### src/rtl/crossing_scheduler.sv
// crossing_scheduler: two-approach intersection scheduler with latched requests and timed green/yellow/all-red phases
module crossing_scheduler #(
    parameter int CNT_W       = 32,
    parameter int T_MIN_GREEN = 100_000_000,
    parameter int T_YELLOW    = 50_000_000,
    parameter int T_ALLRED    = 25_000_000
) (
    input  logic       i_w_clk,
    input  logic       i_w_reset,
    input  logic       i_w_req_a,
    input  logic       i_w_req_b,
    output logic [7:0] o_r_out,
    output logic       o_r_grant_a,
    output logic       o_r_grant_b,
    output logic [2:0] o_r_phase
);
    typedef enum logic [2:0] {
        INIT   = 3'd0,
        A_GRN  = 3'd1,
        A_YEL  = 3'd2,
        RED_AB = 3'd3,
        B_GRN  = 3'd4,
        B_YEL  = 3'd5,
        RED_BA = 3'd6
    } state_t;

    localparam logic [CNT_W-1:0] L_GRN = CNT_W'(T_MIN_GREEN - 1);
    localparam logic [CNT_W-1:0] L_YEL = CNT_W'(T_YELLOW - 1);
    localparam logic [CNT_W-1:0] L_RED = CNT_W'(T_ALLRED - 1);

    state_t           state, state_nx;
    logic [CNT_W-1:0] timer, timer_nx, limit;
    logic             pend_a, pend_b, pend_a_nx, pend_b_nx;
    logic [7:0]       out_nx;

    // next phase and the saturation limit of the phase we are in; a green only yields to a pending rival
    always_comb begin
        state_nx = state;
        limit    = L_RED;
        case (state)
            INIT:    if (timer >= L_RED) state_nx = A_GRN;
            A_GRN: begin
                limit = L_GRN;
                if (timer >= L_GRN && pend_b) state_nx = A_YEL;
            end
            A_YEL: begin
                limit = L_YEL;
                if (timer >= L_YEL) state_nx = RED_AB;
            end
            RED_AB:  if (timer >= L_RED) state_nx = B_GRN;
            B_GRN: begin
                limit = L_GRN;
                if (timer >= L_GRN && pend_a) state_nx = B_YEL;
            end
            B_YEL: begin
                limit = L_YEL;
                if (timer >= L_YEL) state_nx = RED_BA;
            end
            RED_BA:  if (timer >= L_RED) state_nx = A_GRN;
            default: state_nx = INIT;
        endcase
    end

    // timer, request latches and the LED word that the new state implies
    always_comb begin
        timer_nx  = (state_nx != state) ? '0 : (timer >= limit ? timer : timer + 1'b1);
        pend_a_nx = (state_nx == A_GRN) ? 1'b0 : (pend_a | (i_w_req_a && state != A_GRN));
        pend_b_nx = (state_nx == B_GRN) ? 1'b0 : (pend_b | (i_w_req_b && state != B_GRN));
        out_nx    = {!(state_nx == A_GRN || state_nx == A_YEL), state_nx == A_YEL, state_nx == A_GRN,
                     !(state_nx == B_GRN || state_nx == B_YEL), state_nx == B_YEL, state_nx == B_GRN,
                     pend_a_nx, pend_b_nx};
    end

    // state register with outputs registered on the same edge
    always_ff @(posedge i_w_clk) begin
        if (i_w_reset) begin
            state       <= INIT;
            timer       <= '0;
            pend_a      <= 1'b0;
            pend_b      <= 1'b0;
            o_r_out     <= 8'b1001_0000;
            o_r_grant_a <= 1'b0;
            o_r_grant_b <= 1'b0;
            o_r_phase   <= 3'd0;
        end else begin
            state       <= state_nx;
            timer       <= timer_nx;
            pend_a      <= pend_a_nx;
            pend_b      <= pend_b_nx;
            o_r_out     <= out_nx;
            o_r_grant_a <= state_nx == A_GRN;
            o_r_grant_b <= state_nx == B_GRN;
            o_r_phase   <= state_nx;
        end
    end
endmodule

### config.mk
export PLATFORM = sky130hd
export DESIGN_NAME = crossing_scheduler
export DESIGN_NICKNAME = d
export VERILOG_FILES = /design/src/rtl/crossing_scheduler.sv
export SDC_FILE = /design/constraint.sdc
export NUM_CORES = 1
export LEC_CHECK = 0
export ABC_AREA = 0
export ABC_CLOCK_PERIOD_IN_PS = 3000
export BUFFER_PORTS_ARGS = -buffer_cell sky130_fd_sc_hd__buf_2
export CAP_MARGIN = 20
export CORE_MARGIN = 8
export CORE_UTILIZATION = 35
export CTS_BUF_LIST = sky130_fd_sc_hd__clkbuf_2
export CTS_CLUSTER_DIAMETER = 100
export DETAILED_ROUTE_END_ITERATION = 12
export GPL_TIMING_DRIVEN = 0
export SLEW_MARGIN = 15
export SYNTH_ARGS = -nofsm -noshare
export SYNTH_HDL_FRONTEND = slang
export SYNTH_SLANG_ARGS = --single-unit
### constraint.sdc
create_clock -name i_w_clk -period 3 [get_ports i_w_clk]
set_input_delay 0.45 -clock i_w_clk [delete_from_list [all_inputs] [get_ports i_w_clk]]
set_output_delay 0.45 -clock i_w_clk [all_outputs]
set_load 0.03 [all_outputs]
After elaboration in Yosys (flattened, before gate mapping)
Index checks and enable logic that the tools add are counted.

Register bits: 47. Bits in latches: 0. Bits in writable memories: 0. Bits in read-only memories: 0. Input port bits: 4. Output and inout bits: 13. Logic and storage cells: 50. Memories kept: 0.

Add/sub/neg operators: 1. Multiply operators: 0. Div/mod/pow operators: 0. Magnitude comparators: 4. Eq/ne operators: 13. Shifts and indexed selects: 0. Multiplexer cells: 10. Bitwise gates (word level): 2. Reduce and logical (&&, ||, !) cells: 13.

Operators by type and width (count): $pmux 27 s2 (1); $add 32x1->32 const B (1); $ge 32x25->1 const B (1); $ge 32x26->1 const B (1); $ge 32x27->1 const B (1); $ge 32x32->1 (1); $mux 3 (6); $pmux 3 s6 (1); $eq 3x3->1 const B (5); $eq 3x2->1 const B (3); $reduce_or 2->1 (4); $eq 3x1->1 const B (2); $logic_and 1x1->1 (4); $logic_not 3->1 (1); $ne 3x1->1 const B (1); $ne 3x3->1 (1); $ne 3x3->1 const B (1); $logic_not 1->1 (2); $logic_or 1x1->1 (2); $mux 1 (2); $or 1x1->1 (2).

Depth between registers and ports, before layout
Word-level depth: 7. Depth in mapped cells: 16. Mapped depth without buffers: 13.

Worst setup path after synthesis
OpenSTA, ideal clock, no wires.

Path kind: register to register. From: register state[2]. To: register timer[1]. Setup time: 0.114 ns. Data arrival time: 3.358 ns. Required time: 2.886 ns. Path slack: -0.473 ns. Cell stages (with the launch flop): 17. Buffers on the path: 3. Period minus slack after synthesis: 3.473 ns. Cells stage by stage: dfxtp_1 clkbuf_1 nor2b_1 and2_1 a21oi_1 nand2_1 inv_1 ha_1 nand4_1 nor4_1 nor4_1 o21a_1 a21oi_1 clkbuf_1 clkbuf_1 mux2i_1 nor2_1.

Word-level cells in the longest chain between the ends: 5. Elaborated cells on any way between the ends: 21. Classes of those cells: order compare: 1; eq/ne: 7; mux: 8; reduce/logical: 5.

RTL lines: start, declared (line 31) `state_t state, state_nx;`; start signal, assigned (line 86) `state <= state_nx;`; branches (longest 5 deep; another with $ge 32x32->1); end signal, assigned (line 87) `timer <= timer_nx;`; end, declared (line 32) `logic [CNT_W-1:0] timer, timer_nx, limit;`.

Parallel ways; which one is timed is not known. A chain may end at the register's enable or synchronous reset.

Final worst setup path
From: register state[2]. To: register timer[16].

The elaborated chain is that of the path after synthesis.

==> run metrics <==
Clock Path Buffers=2; Syn Area/Cell=8.209 um^2; largest net degree at the start of global routing=15; unrepaired setup endpoints after global routing=true; initial antenna violation count=0; antenna cells=0; Slew Viols, Final=0; CTS tree=built; Clock transition at path regs=between 200 and 250 ps; Mapped Cells=approximately 330; CTS HTree Levels=2; filler cell count=782; syn nets=~350; CTS Root Cell=clkbuf_2; total grt overflow=0; Synthesis Warnings=0; Worst Setup End Kind=register; post-DP HPWL=between 5000 and 6000 um; Netlist cell types=between 50 and 60; FFs w/ async S/R, synth=0%; Final Skew=roughly 35 ps; Rows=32; post-layout min period=a little over 3000 ps; DRC Markers=0; Final Hold Fails=0; Final Power=around 990 uW; first-pass GRT wire length=roughly 12000 um; drt total wl=7584 um; Die Span Y=103.7 um; Nets=385; Hold WC Path Type=input pin to register; Num Clock Sinks=43; GRT Overall Usage=13.64%; register area=between 800 and 900 um^2; CP max FO=7; Worst EP required=around 3300 ps; final setup vio count=23; violated checks=setup timing; core area=roughly 0.0076 mm^2; IO Port Bufs=16; status=complete, but fails checks; post-synthesis sequential area ratio=around a third; Final Cycle Share=102.0%; final antenna-violating net count=0; Static Leak=~1.3 nW; most frequent cells in the layout=dfxtp_1 (39), nand2_1 (21), a21oi_2 (20); GP Congestion=roughly 0.86; crit start category=register; Worst Tran Pin Value=just over 600 ps; Initial Util=35.39%; DR WL/cell=between 15 and 20 um; vias=around 2600; die area=about 0.011 mm^2; Arrival @ worst endpoint=~3400 ps; Peak Freq=between 0.3 and 0.4 GHz; Netlist Area Pre-Place=~0.0027 mm^2; Post-synth EDFFs=0; critical path class=register to register; Die Span X=between 100 and 150 um; drt first pass iters=4; area grow syn2layout=28.35%; post-route setup slack=-59.07 ps; IR drop worst, VDD=0.2147 mV; final core occ=between 40% and 50%; pwr/cell area=between 200 and 300 mW/mm^2; Primary FF master, synth=dfxtp_1; share of layout cells above drive strength 1=approximately 30%; max_cap viols=0; Worst slew margin=between 50 and 60%; CTS Buf Count=5; 1st-iter DRT viols=207; Synth Register Bits=between 40 and 50; IO Count=17; pre-CTS WS=-667.0 ps; area occupied by multi-input gates=between 0.0015 and 0.002 mm^2; vias in the first global route=around 2500; drt via density=~5.6; most common cell after layout, fill and taps aside=dfxtp_1; clk_lat worst skew=420 ps
-- synthesized netlist by cell type, types with 8 or more instances --
library cell,instances,area share [%]
nand2_1,21,2.9
a21oi_1,21,3.9
or4_1,11,3.1
clkbuf_1,14,2.0
nand4_1,10,2.3
and3_1,9,2.1
or3_1,20,4.6
o21ai_0,18,3.3
and2_1,10,2.3
inv_1,11,1.5
dfxtp_1,43,32
ha_1,14,6.5
a21oi_2,15,4.9
nor2_1,17,2.4
o31ai_1,8,2.2
nand3_1,17,3.2
-- state kept, by name (all words and copies together) (netlist names) --
name,count
timer,32
o_r_out,8
state,3
-- cells by family after synthesis --
family	count (synthesis)	share of synthesized area [%]
simple gates	139	29.37
compound gates	96	25.28
flops	43	31.97
buf+inv	34	6.180
fa+ha+maj	14	6.506
xor+xnor	1	0.3253
mux	1	0.3718
-- final timing paths --
path,start,endpoint,slack (ps),depth (start not counted)
worst min register to register,timer[28],timer[28],440,2
worst min-delay path,i_w_reset,state[1],260,2
worst max-delay path,state[2],timer[16],-60,12
worst max register to register,state[2],timer[16],-60,12
-- where the power goes --
| part | internal, mW | total [mW] | switching, mW |
|---|---|---|---|
| registers | 0.576 | 0.582 | 0.00586 |
| clock network | 0.141 | 0.347 | 0.206 |
| logic | 0.0280 | 0.0566 | 0.0286 |
| total | 0.745 | 0.985 | 0.241 |
-- cell type report --
type,count,share of cell area [%]
multi-input cells,251,54.31
well taps,102,3.693
plain buffers,20,5.467
clock buffers,5,0.7241
flip-flops and latches,43,25.27
clock inverters,3,1.267
inverters,11,1.195
repair buffers,35,8.074
-- stage by stage --
step	cell area (um^2)	cells	hold slack, ps	setup TNS (ps)
final	3456	470	262.7	-582.6
after floorplan	2715	328	407.6	0
after detailed placement	2923	446	420.1	-16030
after CTS	3209	464	231.7	0
after global routing	3456	470	238.5	-3778
after global placement	2923	446	418.0	-14430
-- critical path, stage by stage, from the launching register on --
cell	delay [ps]
dfxtp_4	400
nor2b_4	120
and2_4	160
a21oi_4	200
ha_4	240
a21o_1	170
a211o_1	320
buf_4	140
a311oi_2	330
a21oi_4	120
buf_8	150
or4_4	480
a21oi_2	140
-- layer usage --
layer | GRT usage [%] | part of all wire [%]
met2 | 23.56 | 50
met1 | 16.83 | 44
met4 | 3.413 | 0.62
met5 | 0 | 0
met3 | 2.788 | 5.3
-- what timing repair did --
| action | 4_1_cts | 5_1_grt |
|---|---|---|
| resized for setup | 35 | 42 |
| hold buffers | 0 | 0 |
| buffers inserted | 12 | 3 |
| gates cloned | 1 | 3 |
| endpoints found under the setup margin | 32 | 32 |
| pin swaps | 12 | 12 |
Note: power is estimated with default switching activity, not from simulation.
